===== src/rtl/recop_pkt_tx.sv =====
// ReCOP-to-Nios packet transmitter: queues (addr, data) packets and presents each
// on the receive lines with a timed pk_detect strobe followed by a mandatory gap.
module recop_pkt_tx #(
   parameter int DEPTH       = 4,
   parameter int HOLD_CYCLES = 16,
   parameter int GAP_CYCLES  = 4
) (
   input  logic        clk,
   input  logic        reset_n,
   input  logic        send_valid,
   input  logic [7:0]  send_addr,
   input  logic [31:0] send_data,
   output logic        send_ready,
   input  logic        ovf_clr,
   output logic        pk_detect,
   output logic [7:0]  recv_addr,
   output logic [31:0] recv_data,
   output logic        busy,
   output logic        overflow
);

   localparam int PW   = $clog2(DEPTH);
   localparam int CNTW = PW + 1;
   localparam int MAXC = (HOLD_CYCLES > GAP_CYCLES) ? HOLD_CYCLES : GAP_CYCLES;
   localparam int TW   = (MAXC > 1) ? $clog2(MAXC) : 1;

   localparam logic [CNTW-1:0] FULL    = CNTW'(DEPTH);
   localparam logic [TW-1:0]   HOLD_LD = TW'(HOLD_CYCLES - 1);
   localparam logic [TW-1:0]   GAP_LD  = TW'(GAP_CYCLES - 1);

   typedef enum logic [1:0] {IDLE, SETUP, HOLD, GAP} state_t;

   state_t          state_q, state_d;
   logic [TW-1:0]   tmr_q, tmr_d;
   logic [PW-1:0]   wr_ptr_q, wr_ptr_d;
   logic [PW-1:0]   rd_ptr_q, rd_ptr_d;
   logic [CNTW-1:0] count_q, count_d;
   logic            pk_q, pk_d;
   logic [7:0]      addr_q, addr_d;
   logic [31:0]     data_q, data_d;
   logic            busy_q, busy_d;
   logic            ovf_q, ovf_d;
   logic            push, pop;

   logic [7:0]      mem_addr [DEPTH];
   logic [31:0]     mem_data [DEPTH];

   always_comb begin
      state_d  = state_q;
      tmr_d    = tmr_q;
      wr_ptr_d = wr_ptr_q;
      rd_ptr_d = rd_ptr_q;
      count_d  = count_q;
      pk_d     = pk_q;
      addr_d   = addr_q;
      data_d   = data_q;
      pop      = 1'b0;
      // Acceptance looks only at registered occupancy, so a push while full is
      // dropped even if a pop happens on the same edge.
      push     = send_valid && (count_q != FULL);

      case (state_q)
         IDLE: begin
            if (count_q != '0) pop = 1'b1;
         end
         SETUP: begin
            state_d = HOLD;
            pk_d    = 1'b1;
            tmr_d   = HOLD_LD;
         end
         HOLD: begin
            if (tmr_q == '0) begin
               state_d = GAP;
               pk_d    = 1'b0;
               tmr_d   = GAP_LD;
            end else begin
               tmr_d = tmr_q - TW'(1);
            end
         end
         GAP: begin
            if (tmr_q == '0) begin
               if (count_q != '0) pop = 1'b1;
               else               state_d = IDLE;
            end else begin
               tmr_d = tmr_q - TW'(1);
            end
         end
         default: state_d = IDLE;
      endcase

      if (pop) begin
         state_d  = SETUP;
         addr_d   = mem_addr[rd_ptr_q];
         data_d   = mem_data[rd_ptr_q];
         rd_ptr_d = rd_ptr_q + PW'(1);
      end
      if (push) wr_ptr_d = wr_ptr_q + PW'(1);

      case ({push, pop})
         2'b10:   count_d = count_q + CNTW'(1);
         2'b01:   count_d = count_q - CNTW'(1);
         default: count_d = count_q;
      endcase

      // A dropped push beats a simultaneous clear.
      if (send_valid && !push) ovf_d = 1'b1;
      else if (ovf_clr)        ovf_d = 1'b0;
      else                     ovf_d = ovf_q;

      busy_d = (state_d != IDLE) || (count_d != '0);
   end

   always_ff @(posedge clk or negedge reset_n) begin
      if (!reset_n) begin
         state_q  <= IDLE;
         tmr_q    <= '0;
         wr_ptr_q <= '0;
         rd_ptr_q <= '0;
         count_q  <= '0;
         pk_q     <= 1'b0;
         addr_q   <= '0;
         data_q   <= '0;
         busy_q   <= 1'b0;
         ovf_q    <= 1'b0;
      end else begin
         state_q  <= state_d;
         tmr_q    <= tmr_d;
         wr_ptr_q <= wr_ptr_d;
         rd_ptr_q <= rd_ptr_d;
         count_q  <= count_d;
         pk_q     <= pk_d;
         addr_q   <= addr_d;
         data_q   <= data_d;
         busy_q   <= busy_d;
         ovf_q    <= ovf_d;
      end
   end

   // Storage needs no reset; occupancy alone decides what is valid.
   always_ff @(posedge clk) begin
      if (push) begin
         mem_addr[wr_ptr_q] <= send_addr;
         mem_data[wr_ptr_q] <= send_data;
      end
   end

   assign send_ready = (count_q != FULL);
   assign pk_detect  = pk_q;
   assign recv_addr  = addr_q;
   assign recv_data  = data_q;
   assign busy       = busy_q;
   assign overflow   = ovf_q;

endmodule


===== config.mk =====
export PLATFORM = sky130hd
export DESIGN_NAME = recop_pkt_tx
export DESIGN_NICKNAME = d
export VERILOG_FILES = /design/src/rtl/recop_pkt_tx.sv
export SDC_FILE = /design/constraint.sdc
export NUM_CORES = 1
export LEC_CHECK = 0
export CORE_MARGIN = 2
export CORE_UTILIZATION = 56
export CTS_CLUSTER_DIAMETER = 80
export DETAILED_ROUTE_END_ITERATION = 10
export GPL_ROUTABILITY_DRIVEN = 0
export PLACE_DENSITY_LB_ADDON = 0.3
export SLEW_MARGIN = 20
export SYNTH_ARGS = -nofsm -noshare
export SYNTH_HDL_FRONTEND = slang
export SYNTH_SLANG_ARGS = --single-unit

===== constraint.sdc =====
create_clock -name clk -period 3.24 [get_ports clk]
set_input_delay 0.648 -clock clk [delete_from_list [all_inputs] [get_ports clk]]
set_output_delay 0.648 -clock clk [all_outputs]
set_load 0.005 [all_outputs]

Yosys cells after proc, flatten, opt, wreduce, memory -nomap -nowiden
Memories as Yosys holds them, arrays and structs flattened. A register that Yosys moved wholly into a read port is not among the register bits. Cells that the tools add are included.

Output and inout bits: 44. Register bits after elaboration: 16. Memories kept: 2. Word-level logic and storage cells: 57. Bits in writable memories: 160. Bits of input ports: 44.

Memory list: mem_data (depth 4, bits a word 32, rd ports 1, clocked after Yosys merged registers in 1, write ports 1, RTL line 46) `logic [31:0] mem_data [DEPTH];`; mem_addr (depth 4, bits a word 8, rd ports 1, clocked after Yosys merged registers in 1, write ports 1, RTL line 45) `logic [7:0] mem_addr [DEPTH];`.

Reduce and logical (&&, ||, !) cells: 16. Add/sub/neg operators: 5. Multiplexer cells: 18. Eq/ne operators: 8.

Operator list (number): 4-bit one-hot mux with 3 select lines (1); 3-bit nonzero test (3); 2-bit 2-to-1 mux (4); 4-bit 2-to-1 mux (2); 1-bit 2-to-1 mux (7); 2-bit equality test (second input constant) (3); 2-bit one-hot mux with 3 select lines (1); 3-bit one-hot mux with 2 select lines (1); 2-bit nonzero test (3); 2-bit by 1-bit adder with 2-bit output (second input constant) (2); 2-bit by 1-bit equality test with 1-bit output (second input constant) (2); 4-bit logical NOT (1); 2-bit inequality test (second input constant) (2); 1-bit one-hot mux with 2 select lines (2); 2-bit AND reduction (2); 4-bit by 1-bit subtractor with 4-bit output (second input constant) (1); 3-bit by 1-bit adder with 3-bit output (second input constant) (1); 1-bit logical NOT (3); 3-bit inequality test (second input constant) (1); 3-bit by 1-bit subtractor with 3-bit output (second input constant) (1); 1-bit logical AND (2); 2-bit logical NOT (1); 1-bit logical OR (1).

Logic depth before layout (Yosys ltp)
Gate-level depths: netlist of the first run.

Word-level depth: 8. Depth in mapped cells: 12.

Least setup slack after synthesis of the first run
No wires, ideal clock.

Path kind: register -> register. Start: register tmr_q[0]. End: register busy_q, in the netlist busy. Cell stages (with the launch flop): 13. Data arrival time: 2.624 ns. Period minus slack after synthesis: 2.761 ns. Path slack: 0.479 ns. Setup time: 0.137 ns. Path through: dfrtp_1 inv_1 ha_1 nand4bb_1 a211oi_4 buf_6 ha_1 inv_1 fa_1 xor2_1 nor2_1 xnor2_1 nand4_1.

Longest elaborated chain between the ends: 7.

Ends and longest elaborated chain: start, declared (RTL line 34) `logic [TW-1:0] tmr_q, tmr_d;`; start signal, assigned (RTL line 127) `tmr_q <= tmr_d;`; 4-bit logical NOT (*) (RTL line 81) `if (tmr_q == '0) begin`; 1-bit 2-to-1 mux (*) (RTL line 81); 1-bit one-hot mux with 2 select lines (*) (RTL line 62) `case (state_q)`; net pop (RTL line 43) `logic push, pop;`; 2-bit by 1-bit equality test with 1-bit output or 2-bit equality test (tied branches) (RTL line 99) `case ({push, pop})`; 3-bit one-hot mux with 2 select lines (RTL line 99); 3-bit nonzero test (RTL line 110) `busy_d = (state_d != IDLE) || (count_d != '0);`; 1-bit logical OR (*) (RTL line 110); net busy_d (RTL line 41) `logic busy_q, busy_d;`; end signal, assigned (RTL line 134) `busy_q <= busy_d;`; end, declared (RTL line 41).

The timed path passes the listed nets; every way through them passes the cells marked *. A chain may end at the register's enable or synchronous reset.

Worst setup path after layout of the first run
Start: register tmr_q[0]. End: register busy_q, in the netlist busy.

Longest elaborated chain between the ends: 7.

Ends and longest elaborated chain: 4-bit logical NOT (*) (RTL line 81); 1-bit 2-to-1 mux (*) (RTL line 81); 1-bit one-hot mux with 2 select lines (*) (RTL line 62); 2-bit by 1-bit equality test with 1-bit output or 2-bit equality test (tied branches) (RTL line 99); 3-bit one-hot mux with 2 select lines (*) (RTL line 99); net count_d[1] (RTL line 37) `logic [CNTW-1:0] count_q, count_d;`; 3-bit nonzero test (*) (RTL line 110); 1-bit logical OR (*) (RTL line 110); net busy_d (RTL line 41).

Marks and branches as above.

==> impl_results.md, run 1 <==
* Result of the run: finished clean
* Synth Instances at 391
* Power density cells at between 900 and 1000 mW/mm²
* Number of synthesized flops with an enable pin at 160
* Antenna violations before repair at 0
* Startpoint type of the worst setup path: flip-flop
* Commonest non-fill, non-tap cells in the layout: sky130_fd_sc_hd__edfxtp_1 (160), sky130_fd_sc_hd__clkdlybuf4s50_1 (86), sky130_fd_sc_hd__dfrtp_1 (54), sky130_fd_sc_hd__mux2_2 (42), sky130_fd_sc_hd__mux4_2 (40)
* Overflow after GRT at 0
* Total via count after detailed routing at 3995
* Master cell of the clock root buffer: sky130_fd_sc_hd__clkbuf_16
* Biggest area contributors in the synthesized netlist: sky130_fd_sc_hd__edfxtp_1 (58%), sky130_fd_sc_hd__dfrtp_1 (17%), sky130_fd_sc_hd__mux4_2 (11%), sky130_fd_sc_hd__mux2_2 (5.8%), sky130_fd_sc_hd__ha_1 (1.7%)
* Growth of design area from synthesis to finish at 20.96%
* Site row count at 44
* Storage element area at 0.006211 mm²
* Average vias per placed instance at 5.773
* Diodes inserted at 0
* Number of gates resized after cts at 0
* Cell count after placement at between 600 and 700
* Starting DRC count in detailed routing at 242
* Average instance area after synthesis at 21.01 µm²
* Peak supply drop at ~0.73 mV
* 1st-pass router iterations at 4
* Number of synthesized register bits at approximately 220
* Level count of the clock H-tree at 1
* Floorplan die area at 0.01565 mm²
* Worst rel slew slack at 32.95%
* Worst r2r src: tmr_q[0]
* Final worst path period need at 2.582 ns
* Fraction of layout cells with a size suffix above 1 at 24.80%
* Post-layout nets at ~550
* Period Utilization, post-route at ~80%
* Number of buffers inserted during clock tree synthesis at 22
* Number of hold violations in the final report at 0
* Number of routed nets with antenna violations at 0
* Pin count of the biggest net entering global routing at 46
* Arrival time of the worst setup path at ~2.9 ns
* Number of different library cells in the post-synthesis netlist at 33
* Post-layout instance count excluding filler cells at 692
* Largest fanout of any net on the critical path at 6
* Mapped Nets at 447
* Dominant register cell in the synthesized netlist: sky130_fd_sc_hd__edfxtp_1
* Yosys warning count at 0
* Classification of the worst setup path: flip-flop to flip-flop
* Detailed-route DRC error count at 0
* Final WL at ~14000 µm
* Input/output buffers at 87
* Required time worst endpoint at 3.60 ns
* Setup repair after global routing missed its margin: no
* WL per Instance at between 20 and 25 µm
* Setup TNS at 0 ns
* Multi-input logic area at ~0.0019 mm²
* Hold_ws at 0.1920 ns
* Aggregate global-route resource usage at 18.84%
* Filler Cell Count at 940
* Die Width at roughly 130 µm
* Kind of end point of the critical path: flip-flop
* Worst Max-Slew Pin Slew at 1.006 ns
* Largest area contributor in the netlist: sky130_fd_sc_hd__edfxtp_1
* Clock skew at roughly 0.0096 ns
* Number of buffers between clock root and the deepest sink at 3
* LEAKAGE at approximately 3.5 nW
* Share of async-settable or async-resettable flops after synthesis at around a quarter
* Initial Util at 56.95%
* Count of maximum capacitance violations at 0
* First-pass GRT wire length at 22800 µm
* Share of the yosys chip area belonging to registers at 75.55%
* Mapped cell area at 0.008214 mm²
* Number of slew-limit violations in the final report at 0
* First element of the critical path: tmr_q[0]
* Vias in the first global route at 4169
* Die extent in y at 125.1 µm
* Min-Delay Path Class: input port to asynchronous set/reset pin
* Final number of setup-violating endpoints at 0
* Most common library cell in the layout ignoring fill and taps: sky130_fd_sc_hd__edfxtp_1
* TritonCTS clock tree: built
* I/O pin cnt at 88
* Worst Reg-to-Reg Cells at 10
* Area of the core region at 0.01442 mm²
* Number of buffers added to fix hold violations after cts at 0
* Sink Count at 216
* Max frequency at 387.3 MHz
* Sum of net half-perimeters after detailed placement at approximately 8300 µm
* Clock edge transition at the registers on the reported setup and hold paths at 0.06 ns
* Area share of the largest cell type after synthesis at 58.49%
* Number of setup buffers added after CTS at 0
* Latest clock arrival within the worst-skew pair at ~0.50 ns
## synthesized netlist by cell type (2+ instances only)
master / count
sky130_fd_sc_hd__inv_1: 14
sky130_fd_sc_hd__a221oi_1: 2
sky130_fd_sc_hd__mux4_2: 40
sky130_fd_sc_hd__buf_2: 3
sky130_fd_sc_hd__edfxtp_1: 160
sky130_fd_sc_hd__and3_1: 4
sky130_fd_sc_hd__nand2_1: 8
sky130_fd_sc_hd__nor3_1: 3
sky130_fd_sc_hd__a31oi_1: 3
sky130_fd_sc_hd__buf_6: 4
sky130_fd_sc_hd__nor2_1: 7
sky130_fd_sc_hd__o21ai_0: 5
sky130_fd_sc_hd__ha_1: 11
sky130_fd_sc_hd__dfrtp_1: 56
sky130_fd_sc_hd__clkbuf_1: 7
sky130_fd_sc_hd__xnor2_1: 4
sky130_fd_sc_hd__mux2_2: 42
sky130_fd_sc_hd__o22ai_1: 2
sky130_fd_sc_hd__xor2_1: 2
## metrics by stage
step | setup WS [ns] | power (W) | cell area (µm²) | util [%]
floorplan | 0.4795 | 0.006107 | 8214 | -
global placement | 0.7005 | 0.007089 | 9284 | 64.37
detailed placement | 0.6286 | 0.007209 | 9284 | 64.37
CTS | 0.6778 | 0.009522 | 9936 | 68.88
global route | 0.4670 | 0.009888 | 9936 | 68.88
finish | 0.6580 | 0.009390 | 9936 | 68.88
## layer usage
layer  wire length [µm]  GRT usage (%)  vias up
met3                658          2.653       27
met2               7643          33.44      110
met4                286          5.359        0
li1                   -              -     1758
met1               5895          24.71     2100
met5                  0              0        -
## report_power, final
group	switching, W	internal [W]
clock	0.000971	0.00130
sequential	0.000559	0.00379
combinational	0.00110	0.00168
total	0.00263	0.00676
## area by class of cell
class                           count  share of cell area, %
Sequential cell                   216                  62.51
Multi-Input combinational cell    146                  18.79
Timing Repair Buffer               93                  9.294
Clock buffer                       27                  5.944
Tap cell                          184                  2.317
Clock inverter                     12                 0.6171
Inverter                           14                 0.5289
## worst paths after layout
check / to / slack (ns)
max in group asynchronous: recv_addr[7] / 2.43
min in group clk: overflow / 0.50
hold reg to reg: overflow / 0.50
setup reg to reg: busy / 0.66
hold / removal: recv_data[30] / 0.19
setup / recovery: busy / 0.66
## flip-flops by register name (all words and copies together), names as in the netlist
signal and flops:
wr_ptr_q 2, state_q 2, pk_detect 1, recv_data 32
overflow 1, recv_addr 8, mem_addr 32, rd_ptr_q 2
mem_data 128, busy 1, count_q 3, tmr_q 4
## worst max-delay path: stages, from the launching register on
cell                        delay (ns)
sky130_fd_sc_hd__dfrtp_1          0.40
sky130_fd_sc_hd__inv_1            0.15
sky130_fd_sc_hd__ha_1             0.27
sky130_fd_sc_hd__nand4bb_1        0.18
sky130_fd_sc_hd__a211oi_4         0.28
sky130_fd_sc_hd__ha_1             0.21
sky130_fd_sc_hd__inv_1            0.06
sky130_fd_sc_hd__fa_1             0.48
sky130_fd_sc_hd__o21ai_0          0.11
sky130_fd_sc_hd__nor3_1           0.19
sky130_fd_sc_hd__nand4_1          0.11
## logic make-up after synthesis
logic type	count (synthesis)	share of synthesized area, %
buffers and inverters	29	1.782
muxes	82	16.72
adders and majority gates	12	1.919
xor gates and xnor gates	6	0.6398
AOI/OAI and AO/OA	17	1.569
and+or+nand+nor	29	1.813
DFF	216	75.55
Power figures use the tool's default switching activity.
==> inputs of run 2 (changes only) <==
- CORE_UTILIZATION: 56 -> 51
- clock period: 3.24 -> 2.3 ns (I/O delays scaled with it)
==> impl_results.md, run 2 (synthesized netlist as in run 1, its figures left out) <==
* Result of the run: finished clean (unchanged)
* Master cell of the clock root buffer: sky130_fd_sc_hd__clkbuf_16 (unchanged)
* Vias in the first global route at 4351 (was 4169)
* Min-Delay Path Class: flip-flop to flip-flop (was input port to asynchronous set/reset pin)
* Cell count after placement at 692 (was 653)
* Filler Cell Count at 1030 (was 940)
* Met1 Routed Length at 6302 µm (was 5895 µm)
* Final worst path period need at 2.269 ns (was 2.582 ns)
* Final WL at 15170 µm (was 14480 µm)
* Growth of design area from synthesis to finish at 26.24% (was 20.96%)
* Die Width at 130.9 µm (was 125.1 µm)
* Final number of setup-violating endpoints at 0 (unchanged)
* Count of maximum capacitance violations at 0 (unchanged)
* Kind of end point of the critical path: flip-flop (unchanged)
* Setup repair after global routing missed its margin: yes (was no)
* Period Utilization, post-route at 98.66% (was 79.69%)
* Worst r2r src: state_q[0] (was tmr_q[0])
* Most common library cell in the layout ignoring fill and taps: sky130_fd_sc_hd__edfxtp_1 (unchanged)
* Post-layout instance count excluding filler cells at 742 (was 692)
* Startpoint type of the worst setup path: flip-flop (unchanged)
* Peak supply drop at 0.6912 mV (was 0.7262 mV)
* Classification of the worst setup path: flip-flop to flip-flop (unchanged)
* Arrival time of the worst setup path at 2.63 ns (was 2.94 ns)
* Worst Hold Depth at 1
* Clock edge transition at the registers on the reported setup and hold paths at 0.06 ns (about the same)
* R2r setup slk at 0.03 ns (was 0.66 ns)
* Met2 Routed Length at 8039 µm (was 7643 µm)
* Power density cells at 1361 mW/mm² (was 945.1 mW/mm²)
* Worst Reg-to-Reg Cells at 10 (unchanged)
* Die extent in y at 130.9 µm (was 125.1 µm)
* LEAKAGE at 3.647 nW (was 3.497 nW)
* Starting DRC count in detailed routing at 189 (was 242)
* Overflow after GRT at 0 (unchanged)
* Routed length on met3 at 604 µm (was 658 µm)
* Initial Util at 51.90% (was 56.95%)
* Overall power after layout at 0.01411 W (was 0.009390 W)
* Number of hold violations in the final report at 0 (unchanged)
* Worst Max-Slew Pin Slew at 0.6903 ns (was 1.006 ns)
* Sum of net half-perimeters after detailed placement at 8327 µm (was 8273 µm)
* Hold EP: overflow
* Clock skew at 0.009757 ns (was 0.009570 ns)
* Worst rel slew slack at 53.98% (was 32.95%)
* Aggregate global-route resource usage at 18.57% (was 18.84%)
* Level count of the clock H-tree at 1 (unchanged)
* Input/output buffers at 87 (unchanged)
* Number of flip-flops in the largest register at 128 (unchanged)
* Fraction of layout cells with a size suffix above 1 at 30.80% (was 24.80%)
* Detailed-route DRC error count at 0 (unchanged)
* Required time worst endpoint at 2.66 ns (was 3.60 ns)
* Largest fanout of any net on the critical path at 5 (was 6)
* Number of buffers between clock root and the deepest sink at 3 (unchanged)
* TritonCTS clock tree: built (unchanged)
* Average vias per placed instance at 5.394 (was 5.773)
* Site row count at 46 (was 44)
* Sink Count at 216 (unchanged)
* First-pass GRT wire length at 23730 µm (was 22800 µm)
* Hold wc startpoint: overflow
* I/O pin cnt at 88 (unchanged)
* Area of the core region at 0.01583 mm² (was 0.01442 mm²)
* Number of routed nets with antenna violations at 0 (unchanged)
* Antenna violations before repair at 0 (unchanged)
* Diodes inserted at 0 (unchanged)
* Total via count after detailed routing at 4002 (was 3995)
* Latest clock arrival within the worst-skew pair at 0.50 ns (about the same)
* Floorplan die area at 0.01714 mm² (was 0.01565 mm²)
* Number of slew-limit violations in the final report at 0 (unchanged)
* WL per Instance at 20.44 µm (was 20.93 µm)
* 1st-pass router iterations at 4 (unchanged)
* Max frequency at 440.7 MHz (was 387.3 MHz)
* Worst reg2reg path endpoint: busy (unchanged)
* Biggest register: mem_data (unchanged)
* Commonest non-fill, non-tap cells in the layout: sky130_fd_sc_hd__edfxtp_1 (160), sky130_fd_sc_hd__clkdlybuf4s50_1 (86), sky130_fd_sc_hd__dfrtp_1 (52), sky130_fd_sc_hd__mux2_2 (42), sky130_fd_sc_hd__mux4_2 (40) (was sky130_fd_sc_hd__edfxtp_1 (160), sky130_fd_sc_hd__clkdlybuf4s50_1 (86), sky130_fd_sc_hd__dfrtp_1 (54), sky130_fd_sc_hd__mux2_2 (42), sky130_fd_sc_hd__mux4_2 (40))
* Number of buffers inserted during clock tree synthesis at 22 (unchanged)
* Post-layout nets at 566 (was 549)
* Top Layer Used: met4 (unchanged)
* Pin count of the biggest net entering global routing at 57 (was 46)
[run 2: changes by cell type in the layout (fill, tap and decap cells not counted), sizes merged]
| cell | change |
|---|---|
| bufinv | +2 |
| clkbuf | +4 |
| inv | -1 |
| buf | +16 |
| clkinv | -4 |
| dlygate4sd3 | +1 |
[run 2: how the worst max path moves through the flow]
stage | endpoint | from | cells past startpoint
after floorplan | busy | tmr_q[0] | 12
after global placement | busy | state_q[0] | 11
after detailed placement | busy | state_q[0] | 11
after CTS | busy | tmr_q[0] | 10
after global routing | busy | state_q[0] | 11
final | busy | state_q[0] | 10
[run 2: timing repair]
item	4_1_cts	5_1_grt
resized for setup	1	4
hold buffers	1	0
setup buffers	6	3
gates cloned	0	0
hold endpoints to repair	42	0
endpoints found under the setup margin	41	43
pin swaps	5	6
[run 2: through the flow]
| step | TNS (ns) | util [%] | setup WS, ns | cell area [µm²] | hold slack (ns) |
|---|---|---|---|---|---|
| floorplan | -0.4612 | - | -0.2624 | 8259 | 0.1644 |
| detailed placement | -0.05146 | 60.16 | -0.02106 | 9522 | 0.4836 |
| global route | -0.2979 | 65.52 | -0.06703 | 10370 | 0.5153 |
| finish | 0 | 65.52 | 0.03079 | 10370 | 0.4952 |
| CTS | 0 | 65.20 | 0.009871 | 10320 | 0.4978 |
| global placement | 0 | 60.16 | 0.06614 | 9522 | 0.4769 |
[run 2: worst max-delay path, stage by stage, from the launching register on]
cell and delay, ns:
sky130_fd_sc_hd__dfrtp_2 0.47, sky130_fd_sc_hd__inv_4 0.11, sky130_fd_sc_hd__ha_4 0.14, sky130_fd_sc_hd__inv_1 0.06
sky130_fd_sc_hd__a211oi_4 0.28, sky130_fd_sc_hd__ha_4 0.17, sky130_fd_sc_hd__inv_2 0.03, sky130_fd_sc_hd__fa_2 0.52
sky130_fd_sc_hd__o21ai_2 0.06, sky130_fd_sc_hd__nor3_1 0.18, sky130_fd_sc_hd__nand4_1 0.11
[run 2: power breakdown]
group          switching (W)  leakage, nW  internal (W)
Clock                0.00140        0.364       0.00215
Sequential          0.000539         2.11       0.00534
Combinational        0.00196         1.18       0.00272
Total                0.00390         3.65        0.0102
[run 2: routing by layer]
layer | GRT usage (%) | vias to the layer above
li1 | - | 1793
met1 | 24.32 | 2091
met2 | 32.44 | 96
met3 | 3.420 | 22
met4 | 5.069 | 0
met5 | 0 | -
[run 2: area by class of cell]
type	count	area (µm²)	area share, %
multi-input cells	146	1936	18.67
flip-flops and latches	216	6213	59.92
inverters	14	55.05	0.5309
repair buffers	110	1154	11.12
well taps	216	270.3	2.606
clock inverters	9	107.6	1.038
clock buffers	31	634.4	6.117
